==> config.mk <==
export PLATFORM = sky130hd
export DESIGN_NAME = fibonacci_breath_pwm_mc
export DESIGN_NICKNAME = d
export VERILOG_FILES = /design/src/rtl/fib_pwm_pkg.sv /design/src/rtl/fib_pwm_channel.sv /design/src/rtl/fibonacci_breath_pwm_mc.sv
export SDC_FILE = /design/constraint.sdc
export NUM_CORES = 1
export LEC_CHECK = 0
export CAP_MARGIN = 20
export CORE_UTILIZATION = 30
export CTS_CLUSTER_SIZE = 25
export DETAILED_ROUTE_END_ITERATION = 6
export PLACE_DENSITY = 0.51
export SETUP_SLACK_MARGIN = 0.3
export SLEW_MARGIN = 10
export SYNTH_ARGS = -nofsm -noshare
export SYNTH_HDL_FRONTEND = slang
export SYNTH_HIERARCHICAL = 1
export SYNTH_SLANG_ARGS = --single-unit
==> constraint.sdc <==
create_clock -name clk -period 4 [get_ports clk]
set_input_delay 0.4 -clock clk [delete_from_list [all_inputs] [get_ports clk]]
set_output_delay 0.4 -clock clk [all_outputs]
set_load 0.005 [all_outputs]
==> src/rtl/fib_pwm_pkg.sv <==
// Shared types and helpers for the Fibonacci breathing PWM block.
// Latency: n/a (declarations only).
// Backpressure: n/a.
package fib_pwm_pkg;

    // Breath direction: RISE walks up the Fibonacci ladder, FALL walks back down
    typedef enum logic {
        RISE = 1'b0,
        FALL = 1'b1
    } breath_state_e;

    // Counter offset for channel idx so channel edges are spread evenly over a period
    function automatic int phase_offset(input int idx, input int ch, input int w);
        return (idx * (1 << w)) / ch;
    endfunction

endpackage

==> src/rtl/fib_pwm_channel.sv <==
// One PWM channel: phase-shifted counter view, period-aligned duty latch, registered compare.
// Latency: pwm_out follows the compare by one cycle; a new duty takes effect at the channel's own wrap.
// Backpressure: none; free-running while en is high.
module fib_pwm_channel
    import fib_pwm_pkg::*;
#(
    parameter int W   = 8,
    parameter int CH  = 4,
    parameter int IDX = 0
) (
    input  logic         clk,
    input  logic         rst,
    input  logic         en,
    input  logic         ch_en,
    input  logic [W-1:0] cnt,
    input  logic [W-1:0] duty_in,
    output logic         pwm_out
);

    localparam logic [W-1:0] MAX    = {W{1'b1}};
    localparam logic [W-1:0] ONE    = W'(1);
    localparam logic [W-1:0] OFFSET = W'(phase_offset(IDX, CH, W));

    logic [W-1:0] ch_cnt;
    logic [W-1:0] duty_q, duty_d;
    logic         pwm_q, pwm_d;

    // Channel view of the shared counter; natural W-bit wrap gives the modulo
    always_comb begin
        ch_cnt = cnt + OFFSET;
    end

    // Duty only changes at this channel's period boundary; disable restores the reset duty
    always_comb begin
        duty_d = duty_q;
        if (ch_cnt == MAX) begin
            duty_d = duty_in;
        end
        if (!en) begin
            duty_d = ONE;
        end
        pwm_d = en & ch_en & (ch_cnt < duty_q);
    end

    // Duty latch and output register
    always_ff @(posedge clk) begin
        if (rst) begin
            duty_q <= ONE;
            pwm_q  <= 1'b0;
        end else begin
            duty_q <= duty_d;
            pwm_q  <= pwm_d;
        end
    end

    assign pwm_out = pwm_q;

endmodule

==> src/rtl/fibonacci_breath_pwm_mc.sv <==
// Multi-channel breathing PWM whose shared duty walks the Fibonacci ladder up then down (FIB_PWM_ANTIPHASE_EN: odd channels use MAX+1-b).
// Latency: pwm_out registered, one cycle after the compare; breath step every HOLD periods.
// Backpressure: none; en=0 clears outputs and restarts everything on the next edge.
module fibonacci_breath_pwm_mc
    import fib_pwm_pkg::*;
#(
    parameter int W    = 8,
    parameter int CH   = 4,
    parameter int HOLD = 1
) (
    input  logic          clk,
    input  logic          rst,
    input  logic          en,
    input  logic [CH-1:0] ch_en,
    output logic [CH-1:0] pwm_out,
    output logic [W-1:0]  duty_level,
    output logic          rising,
    output logic          peak_pulse
);

    localparam logic [W-1:0] MAX = {W{1'b1}};
    localparam logic [W-1:0] ONE = W'(1);
    localparam int HW = (HOLD > 1) ? $clog2(HOLD) : 1;

    breath_state_e state_q, state_d;
    logic [W-1:0]  cnt_q, cnt_d;
    logic [HW-1:0] hold_q, hold_d;
    logic [W-1:0]  a_q, a_d, b_q, b_d;
    logic          peak_q, peak_d;

    logic          wrap, upd, ovf, at_one, op_sub;
    logic [W:0]    alu;
    logic          unused_alu_msb;

    // Update strobe, overflow compare and the single shared add/subtract unit
    always_comb begin
        wrap   = (cnt_q == MAX);
        upd    = wrap && (hold_q == HW'(HOLD - 1));
        ovf    = (a_q > (MAX - b_q));
        at_one = (a_q == ONE) && (b_q == ONE);
        op_sub = 1'b0;
        case (state_q)
            RISE:    op_sub = ovf;
            FALL:    op_sub = !at_one;
            default: op_sub = 1'b0;
        endcase
        alu = op_sub ? ({1'b0, b_q} - {1'b0, a_q}) : ({1'b0, a_q} + {1'b0, b_q});
    end

    // The adder result never exceeds MAX in the step actually applied
    assign unused_alu_msb = alu[W];

    // Next state: turn at the top of the ladder and at the (1,1) floor
    always_comb begin
        state_d = state_q;
        if (upd) begin
            if (state_q == RISE && ovf) begin
                state_d = FALL;
            end else if (state_q == FALL && at_one) begin
                state_d = RISE;
            end
        end
        if (!en) begin
            state_d = RISE;
        end
    end

    // State register
    always_ff @(posedge clk) begin
        if (rst) begin
            state_q <= RISE;
        end else begin
            state_q <= state_d;
        end
    end

    // FSM outputs
    always_comb begin
        rising = (state_q == RISE);
    end

    // Counter, hold counter and breath pair; subtract path is the falling step (b-a, a)
    always_comb begin
        cnt_d  = cnt_q + ONE;
        hold_d = hold_q;
        a_d    = a_q;
        b_d    = b_q;
        peak_d = 1'b0;
        if (wrap) begin
            hold_d = upd ? '0 : hold_q + HW'(1);
        end
        if (upd) begin
            if (op_sub) begin
                a_d = alu[W-1:0];
                b_d = a_q;
            end else begin
                a_d = b_q;
                b_d = alu[W-1:0];
            end
            peak_d = (state_q == RISE) && ovf;
        end
        if (!en) begin
            cnt_d  = '0;
            hold_d = '0;
            a_d    = ONE;
            b_d    = ONE;
            peak_d = 1'b0;
        end
    end

    // Datapath registers
    always_ff @(posedge clk) begin
        if (rst) begin
            cnt_q  <= '0;
            hold_q <= '0;
            a_q    <= ONE;
            b_q    <= ONE;
            peak_q <= 1'b0;
        end else begin
            cnt_q  <= cnt_d;
            hold_q <= hold_d;
            a_q    <= a_d;
            b_q    <= b_d;
            peak_q <= peak_d;
        end
    end

    assign duty_level = b_q;
    assign peak_pulse = peak_q;

    for (genvar i = 0; i < CH; i++) begin : g_ch
        logic [W-1:0] duty_in;
`ifdef FIB_PWM_ANTIPHASE_EN
        if (i % 2 == 1) begin : g_anti
            // MAX+1-b, which fits in W bits because b never drops below 1
            assign duty_in = {W{1'b0}} - b_q;
        end else begin : g_norm
            assign duty_in = b_q;
        end
`else
        assign duty_in = b_q;
`endif
        fib_pwm_channel #(
            .W   (W),
            .CH  (CH),
            .IDX (i)
        ) u_ch (
            .clk     (clk),
            .rst     (rst),
            .en      (en),
            .ch_en   (ch_en[i]),
            .cnt     (cnt_q),
            .duty_in (duty_in),
            .pwm_out (pwm_out[i])
        );
    end

endmodule
==> flow_metrics.py, run 1 <==
metrics = {
    "run": {
        "maxCapViolations": 0,
    },
    "yosys": {
        "post_synth.cell_area_avg_um2": 8.17,
        "syn_nets": 558,
        "yosysSeqAreaShare": 0.308,
        "ys.flop_type": "dfxtp_1",
        "synth_edf_count": 0,
        "synth.distinct_cells": 52,
        "yosys.area.top_type": "dfxtp_1",
        "post-synth-top-count-cell": "dfxtp_1",
        "syn_inst": 502,
        "ys_ff_latch": 63,
        "synth_commonest_cells": "dfxtp_1 (63), ha_1 (48), inv_1 (46)",
        "synth_warnings": 6,
        "netlist_area_mm2": 0.00410,
        "synth_area_leaders": "dfxtp_1 (31%), ha_1 (15%), o21ai_0 (4.8%)",
        "yosysTopAreaCellShare": 0.308,
        "synth-async-reset-ratio": 0,
    },
    "critical_path": {
        "slowest_delay_ns": 0.46,
        "crit_path_start": "a_q[5]$_SDFFE_PP0P_",
        "critPathKind": "register to register",
        "crit_arrival_ns": 3.76,
        "crit_required_ns": 4.25,
        "reg2reg_to": "duty_level[7]$_SDFFE_PP0P_",
        "path_cells": "ha_1 > nand4_1 > or2_2 > o21a_1 > o31a_1 > buf_4 > nor2_2 > xnor2_1 > ha_1 > o2111ai_4 > a31oi_4 > nor3_1 > or4_1 > a31oi_1",
        "start_kind": "register",
        "worstPathMaxFanout": 14,
        "r2r_slack_ns": 0.49,
        "endpoint_kind": "register",
        "crit-reg2reg-launch": "a_q[5]$_SDFFE_PP0P_",
        "crit_slowest_cell": "or4_1",
        "rr_worst_depth": 14,
        "crit_top_cell": "ha_1",
    },
    "routing": {
        "wirelength_mm": 11.8,
        "via_per_inst": 5.30,
        "drc": 0,
        "drt-wirelength-per-cell_um": 16.4,
        "drtPass1Iterations": 5,
        "dr.first_iter.drc_count": 261,
        "vias": 3813,
        "postRouteAntennaNets": 0,
    },
    "hold_path": {
        "worstHoldStart": "g_ch[2].u_ch/duty_q[2]$_SDFFE_PP0N_",
        "whs_endpoint": "g_ch[2].u_ch/duty_q[2]$_SDFFE_PP0N_",
        "min_path_type": "register to register",
        "min_path_cells": 2,
    },
    "power": {
        "sw_frac_of_total": 0.222,
        "comb_power_share": 0.028,
        "power_mw": 1.43,
        "p_per_area_mw_per_mm2": 287,
        "vdd.ir_drop.worst_v": 0.000260,
        "p_sw_mw": 0.319,
        "cellLeakagePower_nw": 1.79,
        "clockPowerShare": 0.533,
        "seq_power_share": 0.439,
        "power.internal_mw": 1.11,
    },
    "sta": {
        "slew_violations": 0,
        "hold_viol_final": 0,
        "fin_tns_setup_ns": 0,
        "fin_worst_skew_ns": 0.00585,
        "rsz0062_at_grt": "no",
        "period_share": 0.878,
        "setup_violations": 0,
        "fmax_mhz": 285,
        "period_needed_ns": 3.51,
        "worst_pin_slew_ns": 0.589,
        "hold_ws_ns": 0.477,
        "slew_headroom": 0.607,
        "setup_ws_ns": 0.488,
    },
    "placed_design": {
        "dpl-instance-area_mm2": 0.00457,
        "numPortBuffers": 20,
        "dp_slack_ns": 0.194,
        "placedCellCount": 701,
        "place_congestion": 0.905,
        "hpwl_mm": 8.08,
    },
    "layout": {
        "n_fill_cell": 1372,
        "final_core_util": 0.375,
        "layout-drive-gt1-share": 0.145,
        "area_growth_pct": 21.5,
        "insertedDiodeCount": 0,
        "fin_nets": 594,
        "seq_area_mm2": 0.00126,
        "layout.cells.non_filler": 719,
        "multi_input_area_mm2": 0.00266,
        "final_cell_area_mm2": 0.00498,
    },
    "clocking": {
        "clkSlewWorstSetupHoldPaths_ns": 0.06,
        "cts.path.max_buffers": 2,
        "clk_latency_ns": 0.33,
        "cts_buffers": 9,
        "cts_max_level": 3,
        "cts_tree": "yes",
        "cts.sinks": 63,
        "cts-root-buf": "clkbuf_16",
        "hold_buffers": 0,
    },
    "die": {
        "fp.dieH_um": 119,
        "start_util": 0.308,
        "rows": 42,
        "die_area_mm2": 0.0141,
        "fp.dieW_um": 119,
        "ios": 21,
        "placeableCoreArea_mm2": 0.0133,
    },
    "grt": {
        "antenna_found_initial": 0,
        "grt_max_degree": 28,
        "track_usage": 0.175,
        "grt_pass1_wl_mm": 19.2,
        "grt_overflow_total": 0,
        "grt_pass1_vias": 3783,
    },
    "status": {
        "status": "finished, final reports clean",
    },
}
worst max path at each step:
| stage | endpoint | slack, ns | depth (start not counted) |
|---|---|---|---|
| after floorplan | a_q[7]$_SDFFE_PP0P_ | 0.34 | 14 |
| after global placement | a_q[7]$_SDFFE_PP0P_ | 0.30 | 14 |
| after detailed placement | a_q[7]$_SDFFE_PP0P_ | 0.19 | 15 |
| after CTS | a_q[7]$_SDFFE_PP0P_ | 0.24 | 15 |
| after global routing | duty_level[7]$_SDFFE_PP0P_ | 0.28 | 14 |
| final | duty_level[7]$_SDFFE_PP0P_ | 0.49 | 14 |
cell families after synthesis:
group	after synthesis	synth area share
xor+xnor	16	0.0342
mux	3	0.00732
buf+inv	64	0.0729
compound gates	147	0.212
fa+ha+maj	49	0.151
flops	63	0.308
simple gates	160	0.214
power groups by stage:
stage / logic, mW / registers (mW) / clock network [mW]
global placement: 0.0393 / 0.643 / 0
finish: 0.0400 / 0.629 / 0.763
CTS: 0.0401 / 0.629 / 0.780
global route: 0.0438 / 0.629 / 0.813
floorplan: 0.0191 / 0.646 / 0
detailed placement: 0.0398 / 0.643 / 0
sequential cells by signal, summed over array words and instances (netlist names):
name and cells:
g_ch.u_ch/duty_q 32, a_q 8, cnt_q 8, duty_level 8, g_ch.u_ch/pwm_out 4, hold_q 1, peak_pulse 1, state_q 1
layout by cell type (no fill, tap or decap), types with 6 or more instances in the layout:
master	instances
buf_4	23
a31oi_1	13
nand3_1	38
o21ai_0	37
ha_1	44
nor2_1	18
a21oi_2	6
nand2_1	37
clkbuf_16	9
clkdlybuf4s50_1	20
inv_1	46
xnor2_1	7
nor2b_1	11
dfxtp_1	60
a21oi_1	37
xor2_1	8
nand3_2	8
nand4_1	12
a211oi_1	8
o21ai_1	22
cell type report:
type                            instances  area share
Multi-Input combinational cell        375       0.533
Inverter                               46      0.0346
Timing Repair Buffer                   43      0.0748
Sequential cell                        63       0.254
Clock buffer                           12      0.0535
Tap cell                              176      0.0442
Clock inverter                          4     0.00577
metal layers:
layer | vias up | GRT usage | wire (µm)
li1 | 1889 | - | -
met2 | 107 | 0.295 | 5760
met3 | 28 | 0.0340 | 539
met4 | 0 | 0.0926 | 375
met1 | 1789 | 0.211 | 5080
met5 | - | 0 | 0
worst max-delay path, delay by kind of cell, from the launching register on:
kind / cells / cell delay [ns]
buf+inv: 1 / 0.20
flops: 1 / 0.37
compound gates: 5 / 0.95
fa+ha+maj: 2 / 0.72
xor+xnor: 1 / 0.08
simple gates: 5 / 1.12
what timing repair did:
item,4_1_cts,5_1_grt
endpoints found under the setup margin,2,5
pin swaps,1,2
buffers inserted,2,0
gates resized for setup,1,20
Note: power is estimated with default switching activity, not from simulation.
==> inputs of run 2 (changes only) <==
--- a/config.mk
+++ b/config.mk
@@ -7,7 +7,7 @@
 export LEC_CHECK = 0
 export CAP_MARGIN = 20
 export CORE_UTILIZATION = 30
-export CTS_CLUSTER_SIZE = 25
+export CTS_CLUSTER_SIZE = 30
 export DETAILED_ROUTE_END_ITERATION = 6
 export PLACE_DENSITY = 0.51
 export SETUP_SLACK_MARGIN = 0.3
==> results of run 2 <==
Same layout as run 1: the final DEF is identical, and so are final timing and power.
==> edit 1, RTL diff (flow settings as in run 1) <==
Build with the macro `FIB_PWM_ANTIPHASE_EN` defined.
--- a/src/rtl/fibonacci_breath_pwm_mc.sv
+++ b/src/rtl/fibonacci_breath_pwm_mc.sv
@@ -2,4 +2,6 @@
 // Latency: pwm_out registered, one cycle after the compare; breath step every HOLD periods.
 // Backpressure: none; en=0 clears outputs and restarts everything on the next edge.
+`define FIB_PWM_ANTIPHASE_EN
+
 module fibonacci_breath_pwm_mc
     import fib_pwm_pkg::*;
Check against the original RTL: no difference found for any inputs over 10 cycles, from zero or initial values and one cycle with rst high; that may be too few to reach the edited logic, so the function may still have changed.
==> edit 1 against run 1 <==
  * Total power increased by 1.4%
  * Area after synthesis increased by 3.7%
  * Wire length decreased by 0.56%
  * Clock skew increased by 0.0023 ns
  * Die area increased by 3.6%
  * Final area increased by 1.9%
  * Global-route usage decreased by 1.0 points
  * Clock power increased by 2.9%
  * Via count increased by 0.18%
  * Non-clock buffer count unchanged
  * Sequential cell count unchanged
  * Setup slack got worse by 0.11 ns
  * Critical path depth decreased by 1
==> edit 1: results (changes against run 1) <==
max_slew headroom = 48.2% (-12 points)
DP Area = 0.00469 mm² (+2.7%)
R2R Setup Slk = 0.38 ns (-0.11 ns)
Layout Nets = 604 (+1.7%)
Worst Skew = 0.00819 ns (+0.00234 ns)
Initial DRC Count = 186 (-29%)
detailed placement HPWL = 8170 µm (+1.1%)
number of non-clock inverters = 45 (-2.2%)
hold slack = 0.458 ns (-0.0184 ns)
largest net degree at the start of global routing = 35 (+25%)
result of the run = finished, final reports clean
global-route wire length before repair = 18600 µm (-2.9%)
layout cells sized above 1 = 13.2% (-1.3 points)
fraction of area in multi-input gates = 54.0% (+0.63 points)
post-DR vias/cell = 5.23 (-1.5%)
crit-path max cell delay = 0.40 ns (-0.06 ns)
syn_area_per_cell = 8.30 µm² (+1.6%)
wire per inst = 16.0 µm (-2.2%)
Seq/Total Area, Yosys = 29.7% (-1.1 points)
Seq area share = 25.1% (-0.30 points)
leakage power = 1.90 nW (+6.1%)
comb_multi_in = 384 (+2.4%)
top area cells in the synthesized netlist = dfxtp_1, ha_1, a21oi_1
Non-clock buffer share = 7.34% (-0.14 points)
Max IR drop VDD = 0.156 mV (-40%)
Synthesized Nets = 570 (+2.2%)
Crit Path Max Fanout = 6 (-8)
-- edit 1: cell types whose count changed in the layout (fill, tap and decap cells not counted), sizes merged, moves of 3 or more --
cell,delta
a21oi,+6
a31oi,-7
clkbuf,-3
mux2i,+7
nand2,-10
nor2,+5
nor3,+3
o21ai,-6
or4,-3
xnor2,+5
-- edit 1: layer usage --
| layer | share of wire, % | track usage [%] |
|---|---|---|
| met2 | 48 | 28.7 |
| met3 | 4.2 | 3.05 |
| met4 | 1.5 | 5.48 |
| met1 | 46 | 20.3 |
| met5 | 0 | 0 |
-- edit 1: repair_timing --
item	in CTS	in global routing
gates resized for setup	4	11
pin swaps	1	5
cloned	0	0
buffers inserted	0	4
setup endpoints to repair	2	2
-- edit 1: power by group --
group | switching (W) | total (W) | internal [W]
registers | 0.00000259 | 0.000630 | 0.000628
clock network | 0.000302 | 0.000785 | 0.000483
logic | 0.0000228 | 0.0000373 | 0.0000145
-- edit 1: cells by family after synthesis --
family          share of synthesized area, %
fa+ha+maj                               15.2
compound gates                          19.5
flops                                   29.7
mux                                     2.35
simple gates                            21.6
xor+xnor                                4.53
buf+inv                                 7.24
-- edit 1: path summary, 6_finish.rpt --
kind,start,to,cells past startpoint
setup / recovery,a_q[1]$_SDFFE_PP0P_,duty_level[7]$_SDFFE_PP0P_,13
hold reg to reg,hold_q$_SDFFE_PP0N_,hold_q$_SDFFE_PP0N_,1
setup reg to reg,a_q[1]$_SDFFE_PP0P_,duty_level[7]$_SDFFE_PP0P_,13
hold / removal,hold_q$_SDFFE_PP0N_,hold_q$_SDFFE_PP0N_,1
==> edit 2, RTL diff (config.mk and constraints of run 1) <==
Without the edit above. Remove the register `peak_q`: a continuous assignment takes its place, so the output `peak_pulse` follows one clock earlier.
--- a/src/rtl/fibonacci_breath_pwm_mc.sv
+++ b/src/rtl/fibonacci_breath_pwm_mc.sv
@@ -116,5 +116,4 @@
             a_q    <= ONE;
             b_q    <= ONE;
-            peak_q <= 1'b0;
         end else begin
             cnt_q  <= cnt_d;
@@ -122,7 +121,8 @@
             a_q    <= a_d;
             b_q    <= b_d;
-            peak_q <= peak_d;
         end
     end
+
+    assign peak_q = peak_d;
 
     assign duty_level = b_q;
Behaviour: same outputs for any inputs over 10 cycles, from zero or initial values and one cycle with rst high; that may be too few to reach the edited logic, so the function may still have changed.
==> edit 2 against run 1 <==
  * Area after synthesis fell by 0.92%
  * Combinational power decreased by 14%
  * Hold slack worse by 0.0027 ns
  * Setup slack improved by 0.027 ns
  * Total power up 6.2%
  * Final area down 2.2%
  * Sequential cell count down 1
  * Wire length decreased by 5.6%
  * Critical path type unchanged
  * Largest cell class unchanged
==> edit 2: results (changes against run 1) <==
result of the run = finished, final reports clean
wire per inst = 15.9 µm (-2.9%)
Synth Area in XOR/XNOR = 3.88% (+0.46 points)
post-DR vias/cell = 5.16 (-2.7%)
comb_multi_in = 364 (-2.9%)
Synth Area in Compound Gates = 19.6% (-1.6 points)
Signal buffers = 36 (-16%)
fraction of area in multi-input gates = 53.0% (-0.32 points)
FF+latch count = 62 (-1.6%)
Worst EP arrival = 3.73 ns (-0.03 ns)
die area = 0.0140 mm² (-0.90%)
vias in the first global route = 3532 (-6.6%)
Crit Path Max Fanout = 7 (-7)
Total GRT Usage = 16.3% (-1.3 points)
M3 GR Usage = 4.05% (+0.65 points)
# fillers = 1390 (+1.3%)
pwr dens = 312 mW/mm² (+8.6%)
DP Area = 0.00450 mm² (-1.5%)
Clock Power = 0.000863 W (+13%)
number of non-clock inverters = 45 (-2.2%)
worst-margin pin slew = 0.741 ns (+0.152 ns)
GPL Wtd Cong = 0.829 (-8.5%)
top cells by count, synth = dfxtp_1, ha_1, inv_1, a21oi_1
largest net degree at the start of global routing = 32 (+14%)
post-synthesis mux area share = 2.96% (+2.2 points)
DRT Pass-1 Iters = 4 (-1)
crit-path max cell delay = 0.43 ns (-0.03 ns)
Non-clock buffer share = 6.57% (-0.91 points)
Max IR drop VDD = 0.167 mV (-36%)
GRT met2 Usage = 28.3% (-1.2 points)
Initial DRC Count = 176 (-33%)
Setup WS pre-CTS = 0.281 ns (+0.0872 ns)
Routed WL = 11100 µm (-5.6%)
Worst Skew = 0.00547 ns (-0.000383 ns)
cell area after layout = 0.00488 mm² (-2.2%)
leakage power = 1.81 nW (+0.82%)
Met2 Wirelength = 5310 µm (-7.9%)
detailed placement HPWL = 7420 µm (-8.2%)
Placed Cells = 683 (-2.6%)
Synthesized Nets = 543 (-2.7%)
sequential power = 0.000625 W (-0.6%)
critical path's top delay family = compound AO/OA/AOI/OAI gates
Clock buffers and inverters, area share = 6.88% (+0.95 points)
Post-Synth Adder-Cell Area = 15.3% (+0.14 points)
-- edit 2: path summary, 6_finish.rpt --
check | start | end | slack, ns | cells after the start
worst max-delay path | a_q[6]$_SDFFE_PP0P_ | duty_level[7]$_SDFFE_PP0P_ | 0.52 | 13
worst min-delay path | g_ch[3].u_ch/duty_q[0]$_SDFFE_PP1N_ | g_ch[3].u_ch/duty_q[0]$_SDFFE_PP1N_ | 0.47 | 2
worst max register to register | a_q[6]$_SDFFE_PP0P_ | duty_level[7]$_SDFFE_PP0P_ | 0.52 | 13
worst min register to register | g_ch[3].u_ch/duty_q[0]$_SDFFE_PP1N_ | g_ch[3].u_ch/duty_q[0]$_SDFFE_PP1N_ | 0.47 | 2
-- edit 2: timing repair --
item	4_1_cts	5_1_grt
gates resized for setup	2	8
setup buffers	0	0
endpoints found under the setup margin	2	2
hold buffers	0	0
